[config.mk]
export PLATFORM = sky130hd
export DESIGN_NAME = uart_cmd_ctrl_flat
export DESIGN_NICKNAME = d
export VERILOG_FILES = /design/src/rtl/uart_cmd_ctrl_pkg.sv /design/src/rtl/uart_cmd_ctrl_if.sv /design/src/rtl/uart_cmd_ctrl.sv /design/src/flat_wrapper.sv
export SDC_FILE = /design/constraint.sdc
export NUM_CORES = 1
export LEC_CHECK = 0
export ABC_CLOCK_PERIOD_IN_PS = 1600
export CAP_MARGIN = 30
export CORE_UTILIZATION = 25
export DETAILED_ROUTE_END_ITERATION = 6
export PLACE_DENSITY_LB_ADDON = 0.2
export SYNTH_ARGS = -nofsm -noshare
export SYNTH_HDL_FRONTEND = slang
export SYNTH_SLANG_ARGS = --single-unit
[constraint.sdc]
create_clock -name CLK -period 1.6 [get_ports CLK]
set_input_delay 0.32 -clock CLK [delete_from_list [all_inputs] [get_ports CLK]]
set_output_delay 0.32 -clock CLK [all_outputs]
set_load 0.01 [all_outputs]
[src/rtl/uart_cmd_ctrl_pkg.sv]
// Shared definitions for the UART command controller: opcodes, FSM state
// encoding and the register-file addresses that hold the ALU operands.
package uart_cmd_ctrl_pkg;

  localparam logic [7:0] CMD_REG_WR  = 8'hAA;
  localparam logic [7:0] CMD_REG_RD  = 8'hBB;
  localparam logic [7:0] CMD_ALU_OP  = 8'hCC;
  localparam logic [7:0] CMD_ALU_NOP = 8'hDD;

  localparam int unsigned OPA_ADDR = 0;
  localparam int unsigned OPB_ADDR = 1;

  typedef enum logic [3:0] {
    ST_IDLE,
    ST_WR_ADDR,
    ST_WR_DATA,
    ST_RD_ADDR,
    ST_RD_WAIT,
    ST_OP_A,
    ST_OP_B,
    ST_ALU_FN,
    ST_ALU_WAIT,
    ST_TX_BYTE0,
    ST_TX_BYTE1
  } state_e;

endpackage

[src/rtl/uart_cmd_ctrl_if.sv]
// Bundle of the controller's UART RX, register-file, ALU and TX FIFO signals.
// master = command controller, slave = surrounding system.
interface uart_cmd_ctrl_if #(
  parameter int DATA_WIDTH    = 8,
  parameter int ADDR_WIDTH    = 4,
  parameter int ALU_FUN_WIDTH = 4
) ();

  logic [DATA_WIDTH-1:0]    RX_P_DATA;
  logic                     RX_data_valid;
  logic                     parity_error;
  logic                     framing_error;

  logic [ADDR_WIDTH-1:0]    RF_Address;
  logic                     RF_WrEn;
  logic                     RF_RdEn;
  logic [DATA_WIDTH-1:0]    RF_WrData;
  logic [DATA_WIDTH-1:0]    RF_RdData;
  logic                     RF_RdData_valid;

  logic [ALU_FUN_WIDTH-1:0] ALU_FUN;
  logic                     ALU_EN;
  logic                     CLKG_EN;
  logic [2*DATA_WIDTH-1:0]  ALU_OUT;
  logic                     ALU_OUT_valid;

  logic [DATA_WIDTH-1:0]    TX_P_DATA;
  logic                     TX_D_VLD;
  logic                     FIFO_full;

  modport master (
    input  RX_P_DATA, RX_data_valid, parity_error, framing_error,
    output RF_Address, RF_WrEn, RF_RdEn, RF_WrData,
    input  RF_RdData, RF_RdData_valid,
    output ALU_FUN, ALU_EN, CLKG_EN,
    input  ALU_OUT, ALU_OUT_valid,
    output TX_P_DATA, TX_D_VLD,
    input  FIFO_full
  );

  modport slave (
    output RX_P_DATA, RX_data_valid, parity_error, framing_error,
    input  RF_Address, RF_WrEn, RF_RdEn, RF_WrData,
    output RF_RdData, RF_RdData_valid,
    input  ALU_FUN, ALU_EN, CLKG_EN,
    output ALU_OUT, ALU_OUT_valid,
    input  TX_P_DATA, TX_D_VLD,
    output FIFO_full
  );

endinterface

[src/rtl/uart_cmd_ctrl.sv]
// UART command controller: decodes RX command frames into register-file and
// ALU operations and returns read/ALU results over the TX FIFO path.
module uart_cmd_ctrl
  import uart_cmd_ctrl_pkg::*;
#(
  parameter int DATA_WIDTH    = 8,
  parameter int ADDR_WIDTH    = 4,
  parameter int ALU_FUN_WIDTH = 4
) (
  input  logic            CLK,
  input  logic            RST,
  uart_cmd_ctrl_if.master bus
);

  state_e                   state_q,     state_d;
  logic [ADDR_WIDTH-1:0]    rf_addr_q,   rf_addr_d;
  logic [DATA_WIDTH-1:0]    rf_wrdata_q, rf_wrdata_d;
  logic                     rf_wren_q,   rf_wren_d;
  logic                     rf_rden_q,   rf_rden_d;
  logic [ALU_FUN_WIDTH-1:0] alu_fun_q,   alu_fun_d;
  logic                     alu_en_q,    alu_en_d;
  logic                     clkg_en_q,   clkg_en_d;
  logic [DATA_WIDTH-1:0]    tx_data_q,   tx_data_d;
  logic                     tx_vld_q,    tx_vld_d;
  logic [2*DATA_WIDTH-1:0]  res_q,       res_d;
  logic                     two_byte_q,  two_byte_d;

  logic                     rx_ok;
  logic                     rx_err;
  logic [DATA_WIDTH-1:0]    rx_byte;

  assign rx_byte = bus.RX_P_DATA;
  assign rx_ok   = bus.RX_data_valid & ~bus.parity_error & ~bus.framing_error;
  assign rx_err  = bus.RX_data_valid & (bus.parity_error | bus.framing_error);

  always_comb begin
    state_d     = state_q;
    rf_addr_d   = rf_addr_q;
    rf_wrdata_d = rf_wrdata_q;
    alu_fun_d   = alu_fun_q;
    clkg_en_d   = clkg_en_q;
    tx_data_d   = tx_data_q;
    res_d       = res_q;
    two_byte_d  = two_byte_q;
    rf_wren_d   = 1'b0;
    rf_rden_d   = 1'b0;
    alu_en_d    = 1'b0;
    tx_vld_d    = 1'b0;

    // A corrupted byte aborts whatever frame is in progress, from any state.
    if (rx_err) begin
      state_d   = ST_IDLE;
      clkg_en_d = 1'b0;
    end else begin
      case (state_q)
        ST_IDLE: begin
          clkg_en_d = 1'b0;
          if (rx_ok) begin
            case (rx_byte)
              DATA_WIDTH'(CMD_REG_WR):  state_d = ST_WR_ADDR;
              DATA_WIDTH'(CMD_REG_RD):  state_d = ST_RD_ADDR;
              DATA_WIDTH'(CMD_ALU_OP):  state_d = ST_OP_A;
              DATA_WIDTH'(CMD_ALU_NOP): state_d = ST_ALU_FN;
              default:                  state_d = ST_IDLE;
            endcase
          end
        end
        ST_WR_ADDR: begin
          if (rx_ok) begin
            rf_addr_d = rx_byte[ADDR_WIDTH-1:0];
            state_d   = ST_WR_DATA;
          end
        end
        ST_WR_DATA: begin
          if (rx_ok) begin
            rf_wrdata_d = rx_byte;
            rf_wren_d   = 1'b1;
            state_d     = ST_IDLE;
          end
        end
        ST_RD_ADDR: begin
          if (rx_ok) begin
            rf_addr_d = rx_byte[ADDR_WIDTH-1:0];
            rf_rden_d = 1'b1;
            state_d   = ST_RD_WAIT;
          end
        end
        ST_RD_WAIT: begin
          if (bus.RF_RdData_valid) begin
            res_d      = {{DATA_WIDTH{1'b0}}, bus.RF_RdData};
            two_byte_d = 1'b0;
            state_d    = ST_TX_BYTE0;
          end
        end
        ST_OP_A: begin
          if (rx_ok) begin
            rf_addr_d   = ADDR_WIDTH'(OPA_ADDR);
            rf_wrdata_d = rx_byte;
            rf_wren_d   = 1'b1;
            state_d     = ST_OP_B;
          end
        end
        ST_OP_B: begin
          if (rx_ok) begin
            rf_addr_d   = ADDR_WIDTH'(OPB_ADDR);
            rf_wrdata_d = rx_byte;
            rf_wren_d   = 1'b1;
            state_d     = ST_ALU_FN;
          end
        end
        ST_ALU_FN: begin
          // Gate enable and ALU enable rise together so ALU_EN never sees a stopped clock.
          if (rx_ok) begin
            alu_fun_d = rx_byte[ALU_FUN_WIDTH-1:0];
            clkg_en_d = 1'b1;
            alu_en_d  = 1'b1;
            state_d   = ST_ALU_WAIT;
          end
        end
        ST_ALU_WAIT: begin
          if (bus.ALU_OUT_valid) begin
            res_d      = bus.ALU_OUT;
            two_byte_d = 1'b1;
            clkg_en_d  = 1'b0;
            state_d    = ST_TX_BYTE0;
          end
        end
        ST_TX_BYTE0: begin
          if (!bus.FIFO_full) begin
            tx_data_d = res_q[DATA_WIDTH-1:0];
            tx_vld_d  = 1'b1;
            state_d   = two_byte_q ? ST_TX_BYTE1 : ST_IDLE;
          end
        end
        ST_TX_BYTE1: begin
          if (!bus.FIFO_full) begin
            tx_data_d = res_q[2*DATA_WIDTH-1:DATA_WIDTH];
            tx_vld_d  = 1'b1;
            state_d   = ST_IDLE;
          end
        end
        default: state_d = ST_IDLE;
      endcase
    end
  end

  always_ff @(posedge CLK or posedge RST) begin
    if (RST) begin
      state_q     <= ST_IDLE;
      rf_addr_q   <= '0;
      rf_wrdata_q <= '0;
      rf_wren_q   <= 1'b0;
      rf_rden_q   <= 1'b0;
      alu_fun_q   <= '0;
      alu_en_q    <= 1'b0;
      clkg_en_q   <= 1'b0;
      tx_data_q   <= '0;
      tx_vld_q    <= 1'b0;
      res_q       <= '0;
      two_byte_q  <= 1'b0;
    end else begin
      state_q     <= state_d;
      rf_addr_q   <= rf_addr_d;
      rf_wrdata_q <= rf_wrdata_d;
      rf_wren_q   <= rf_wren_d;
      rf_rden_q   <= rf_rden_d;
      alu_fun_q   <= alu_fun_d;
      alu_en_q    <= alu_en_d;
      clkg_en_q   <= clkg_en_d;
      tx_data_q   <= tx_data_d;
      tx_vld_q    <= tx_vld_d;
      res_q       <= res_d;
      two_byte_q  <= two_byte_d;
    end
  end

  assign bus.RF_Address = rf_addr_q;
  assign bus.RF_WrData  = rf_wrdata_q;
  assign bus.RF_WrEn    = rf_wren_q;
  assign bus.RF_RdEn    = rf_rden_q;
  assign bus.ALU_FUN    = alu_fun_q;
  assign bus.ALU_EN     = alu_en_q;
  assign bus.CLKG_EN    = clkg_en_q;
  assign bus.TX_P_DATA  = tx_data_q;
  assign bus.TX_D_VLD   = tx_vld_q;

endmodule

[src/flat_wrapper.sv]
// flat-port wrapper written by rule: the top's interface ports become plain ports
module uart_cmd_ctrl_flat import uart_cmd_ctrl_pkg::*;
#(
  parameter int DATA_WIDTH    = 8,
  parameter int ADDR_WIDTH    = 4,
  parameter int ALU_FUN_WIDTH = 4
)
  (CLK, RST, bus_RX_P_DATA, bus_RX_data_valid, bus_parity_error, bus_framing_error, bus_RF_Address, bus_RF_WrEn, bus_RF_RdEn, bus_RF_WrData, bus_RF_RdData, bus_RF_RdData_valid, bus_ALU_FUN, bus_ALU_EN, bus_CLKG_EN, bus_ALU_OUT, bus_ALU_OUT_valid, bus_TX_P_DATA, bus_TX_D_VLD, bus_FIFO_full);
  uart_cmd_ctrl_if #(.DATA_WIDTH(DATA_WIDTH), .ADDR_WIDTH(ADDR_WIDTH), .ALU_FUN_WIDTH(ALU_FUN_WIDTH)) bus_i ();
  input  logic CLK;
  input  logic RST;
  input wire logic [$bits(bus_i.RX_P_DATA)-1:0] bus_RX_P_DATA;
  input wire logic [$bits(bus_i.RX_data_valid)-1:0] bus_RX_data_valid;
  input wire logic [$bits(bus_i.parity_error)-1:0] bus_parity_error;
  input wire logic [$bits(bus_i.framing_error)-1:0] bus_framing_error;
  output wire logic [$bits(bus_i.RF_Address)-1:0] bus_RF_Address;
  output wire logic [$bits(bus_i.RF_WrEn)-1:0] bus_RF_WrEn;
  output wire logic [$bits(bus_i.RF_RdEn)-1:0] bus_RF_RdEn;
  output wire logic [$bits(bus_i.RF_WrData)-1:0] bus_RF_WrData;
  input wire logic [$bits(bus_i.RF_RdData)-1:0] bus_RF_RdData;
  input wire logic [$bits(bus_i.RF_RdData_valid)-1:0] bus_RF_RdData_valid;
  output wire logic [$bits(bus_i.ALU_FUN)-1:0] bus_ALU_FUN;
  output wire logic [$bits(bus_i.ALU_EN)-1:0] bus_ALU_EN;
  output wire logic [$bits(bus_i.CLKG_EN)-1:0] bus_CLKG_EN;
  input wire logic [$bits(bus_i.ALU_OUT)-1:0] bus_ALU_OUT;
  input wire logic [$bits(bus_i.ALU_OUT_valid)-1:0] bus_ALU_OUT_valid;
  output wire logic [$bits(bus_i.TX_P_DATA)-1:0] bus_TX_P_DATA;
  output wire logic [$bits(bus_i.TX_D_VLD)-1:0] bus_TX_D_VLD;
  input wire logic [$bits(bus_i.FIFO_full)-1:0] bus_FIFO_full;
  assign bus_i.RX_P_DATA = bus_RX_P_DATA;
  assign bus_i.RX_data_valid = bus_RX_data_valid;
  assign bus_i.parity_error = bus_parity_error;
  assign bus_i.framing_error = bus_framing_error;
  assign bus_RF_Address = bus_i.RF_Address;
  assign bus_RF_WrEn = bus_i.RF_WrEn;
  assign bus_RF_RdEn = bus_i.RF_RdEn;
  assign bus_RF_WrData = bus_i.RF_WrData;
  assign bus_i.RF_RdData = bus_RF_RdData;
  assign bus_i.RF_RdData_valid = bus_RF_RdData_valid;
  assign bus_ALU_FUN = bus_i.ALU_FUN;
  assign bus_ALU_EN = bus_i.ALU_EN;
  assign bus_CLKG_EN = bus_i.CLKG_EN;
  assign bus_i.ALU_OUT = bus_ALU_OUT;
  assign bus_i.ALU_OUT_valid = bus_ALU_OUT_valid;
  assign bus_TX_P_DATA = bus_i.TX_P_DATA;
  assign bus_TX_D_VLD = bus_i.TX_D_VLD;
  assign bus_i.FIFO_full = bus_FIFO_full;
  uart_cmd_ctrl #(.DATA_WIDTH(DATA_WIDTH), .ADDR_WIDTH(ADDR_WIDTH), .ALU_FUN_WIDTH(ALU_FUN_WIDTH)) u_core (.CLK(CLK), .RST(RST), .bus(bus_i));
endmodule
==> impl_metrics.py, run 1 <==
metrics = {
    "job": {
        "maxCapViolCount": 0,
    },
    "clock_network": {
        "h-tree-depth": 2,
        "root_buffer": "clkbuf_8",
        "clockBufferDepth": 2,
        "clk_pin_slew_ns": 0.09,
        "cts.sinks": 50,
        "cts_buffers": 5,
        "cts_tree": "done",
        "worstSkewPairLatency_ns": 0.30,
    },
    "timing": {
        "maxSlewHeadroom_pct": 79.8,
        "grt_setup_unrepaired": "true",
        "period_share_pct": 108,
        "clock_skew_ns": 0.00475,
        "worstMarginPinSlew_ns": 0.299,
        "hold_violations": 0,
        "final_max_slew_viol_count": 0,
        "fin_ws_ns": -0.133,
        "finalSetupViolCount": 28,
        "max_freq_mhz": 577,
        "post-route-min-period_ns": 1.73,
    },
    "routing": {
        "drt_first_pass_iters": 4,
        "vias_per_cell": 4.49,
        "vias": 2130,
        "wl_per_cell_um": 14.3,
        "routed_wirelength_um": 6790,
        "drtIter0Drc": 58,
        "drc_errors": 0,
        "ant_nets": 0,
    },
    "place": {
        "pre_cts_slack_ns": -0.526,
        "io_buffer_count": 68,
        "hpwl_um": 4810,
        "postPlaceCellArea_sq_mm": 0.00369,
        "gp_congestion": 0.829,
        "place_inst": 455,
    },
    "status": {
        "status": "finished with violations",
        "violations": "setup timing",
    },
    "grt": {
        "grt.total_usage_pct": 13.3,
        "grt_max_degree": 51,
        "grt_first_pass_wirelength_um": 10600,
        "grt_pass1_vias": 2131,
        "grt_overflow_total": 0,
        "antenna_found_initial": 0,
    },
    "floorplanning": {
        "start_util_pct": 25.7,
        "rows": 36,
        "dieHeight_um": 102,
        "fp.dieArea_sq_mm": 0.0105,
        "ioPinCount": 69,
        "die_w_um": 102,
        "coreArea_sq_mm": 0.00977,
    },
    "logic_synthesis": {
        "synth_edf_count": 0,
        "synthCells": 224,
        "async_reset_ff_share_pct": 100,
        "ys_top_cells_by_area": "dfrtp_1 (50%), mux2_2 (13%), mux2i_1 (6.8%), nand2_1 (3.9%), inv_1 (1.6%)",
        "synth_area_sq_mm": 0.00251,
        "avgSynthCellArea_sq_um": 11.2,
        "ys_types": 50,
        "yosysWarnings": 0,
        "ys_seq_area_share_pct": 49.8,
        "ys.flop_type": "dfrtp_1",
        "synth.ff_latch_count": 50,
        "netlist.top_cell.by_area": "dfrtp_1",
        "synth.net_count": 264,
        "yosys.area.top_type_share_pct": 49.8,
    },
    "worst_setup_path": {
        "critical_path_required_ns": 1.79,
        "critPathKind": "flip-flop to flip-flop",
        "r2r-start": "u_core.state_q[3]",
        "worstPathMaxFanout": 4,
        "crit_arrival_ns": 1.92,
        "start_kind": "flip-flop",
        "setup.worst_path.start": "u_core.state_q[3]",
        "end_kind": "flip-flop",
    },
    "finish": {
        "final_cell_area_sq_mm": 0.00418,
        "diodes": 0,
        "drive_above_1_share_pct": 38.1,
        "layout.nets": 380,
        "utilization_pct": 42.7,
        "area_growth_syn_to_layout_pct": 66.1,
        "stdcell_count": 474,
    },
    "pwr": {
        "power_w": 0.00300,
        "vdd_drop_max_mv": 0.309,
        "power_density_mw_per_mm2": 719,
        "leakagePower_nw": 1.84,
    },
    "worst_hold_path": {
        "hold_path.class": "input port to async pin",
    },
}
## final timing paths
check / endpoint / slack, ns / cells past startpoint
setup / recovery: u_core.bus.RF_WrData[6] / -0.13 / 4
hold / removal: u_core.bus.RF_WrData[4] / 0.37 / 3
setup reg to reg: u_core.bus.RF_WrData[6] / -0.13 / 4
hold reg to reg: u_core.bus.TX_P_DATA[6] / 0.49 / 2
max in group asynchronous: u_core.state_q[2] / 0.99 / 3
min in group CLK: u_core.bus.RF_WrData[5] / 0.45 / 2
## metal layers
layer / vias up / GRT usage [%] / routed length, um
li1: 1028 / - / -
met1: 1062 / 17.8 / 3190
met2: 34 / 22.4 / 3360
met3: 6 / 1.78 / 163
met4: 0 / 3.96 / 72
met5: - / 0 / 0
## kinds of logic after synthesis
kind of cell	synth area share, %
simple gates	13.4
xor+xnor	1.05
buf+inv	4.58
mux	20.2
compound gates	11.0
flops	49.8
## critical path, cell delays in order (launching register included)
cell	delay (ns)
dfrtp_1	0.40
or4b_4	0.52
a21oi_4	0.22
clkbuf_16	0.19
mux2_4	0.29
## timing repair
item,in CTS,in global routing
hold buffers,0,0
buffers inserted,5,5
pin swaps,12,7
hold endpoints to repair,0,0
setup endpoints to repair,39,42
cloned,0,1
gates resized for setup,51,28
## Yosys cell counts, types with 2 or more instances
cell type,number
mux2i_1,17
o21ai_2,2
and3_1,2
nand3_1,3
dfrtp_1,50
buf_6,2
nor3_1,2
inv_1,11
clkbuf_1,2
o21ai_0,7
nor2b_1,2
nor3b_1,2
xnor2_1,2
or4bb_1,2
mux2_2,29
buf_2,6
nor2_1,7
o31ai_1,2
o311ai_0,2
o32ai_1,2
inv_2,2
nand2_1,26
a22oi_1,3
o21ai_1,8
or3_1,2
a21oi_1,5
## power by group
group	leakage [nW]	internal [W]	switching, W
Combinational	1.13	0.000351	0.000217
Clock	0.0524	0.000469	0.000417
Sequential	0.656	0.00144	0.000104
## layout make-up
cell class	count	area, sq um
Fill cell	982	5600
Timing Repair Buffer	119	1190
Multi-Input combinational cell	150	1400
Clock buffer	7	76.3
Clock inverter	1	30.0
Sequential cell	50	1250
Inverter	14	57.6
Tap cell	133	166
## flip-flops by register name, summed over array words and instances (netlist names)
register / cells
u_core.res_q: 16
u_core.bus.RF_WrData: 8
u_core.bus.TX_P_DATA: 8
u_core.bus.ALU_FUN: 4
u_core.bus.RF_Address: 4
u_core.state_q: 4
u_core.bus.ALU_EN: 1
u_core.bus.CLKG_EN: 1
u_core.bus.RF_RdEn: 1
u_core.bus.RF_WrEn: 1
u_core.bus.TX_D_VLD: 1
u_core.two_byte_q: 1
## stage by stage
stage                     TNS, ns  hold slack [ns]
after floorplan             -1.59            0.454
after global placement     -14.27            0.469
after detailed placement   -14.79            0.474
after CTS                   -1.42            0.375
after global routing        -3.55            0.405
final                       -1.47            0.372
## placed cells by master (no fill, tap or decap), drive strengths merged, types with 2 or more instances in the layout
master and instances:
mux2 30, o311ai 2, clkdlybuf4s50 61, dfrtp 50, a22oi 3, mux2i 17
nand4 2, nor2 7, nor2b 2, o32ai 2, nand2 26, a21oi 6
o21ai 17, xnor2 2, o31ai 2, inv 14, nand3 3, or4bb 2
and3 2, or3 2, buf 50, dlygate4sd2 6, nor3b 2, clkbuf 8
nor3 2
(Power assumes the default switching activity.)
==> run 2, diff against run 1 <==
- ABC_CLOCK_PERIOD_IN_PS: 1600 -> default
==> results of run 2 <==
No change in the layout: final DEF, timing and power equal those of run 1.
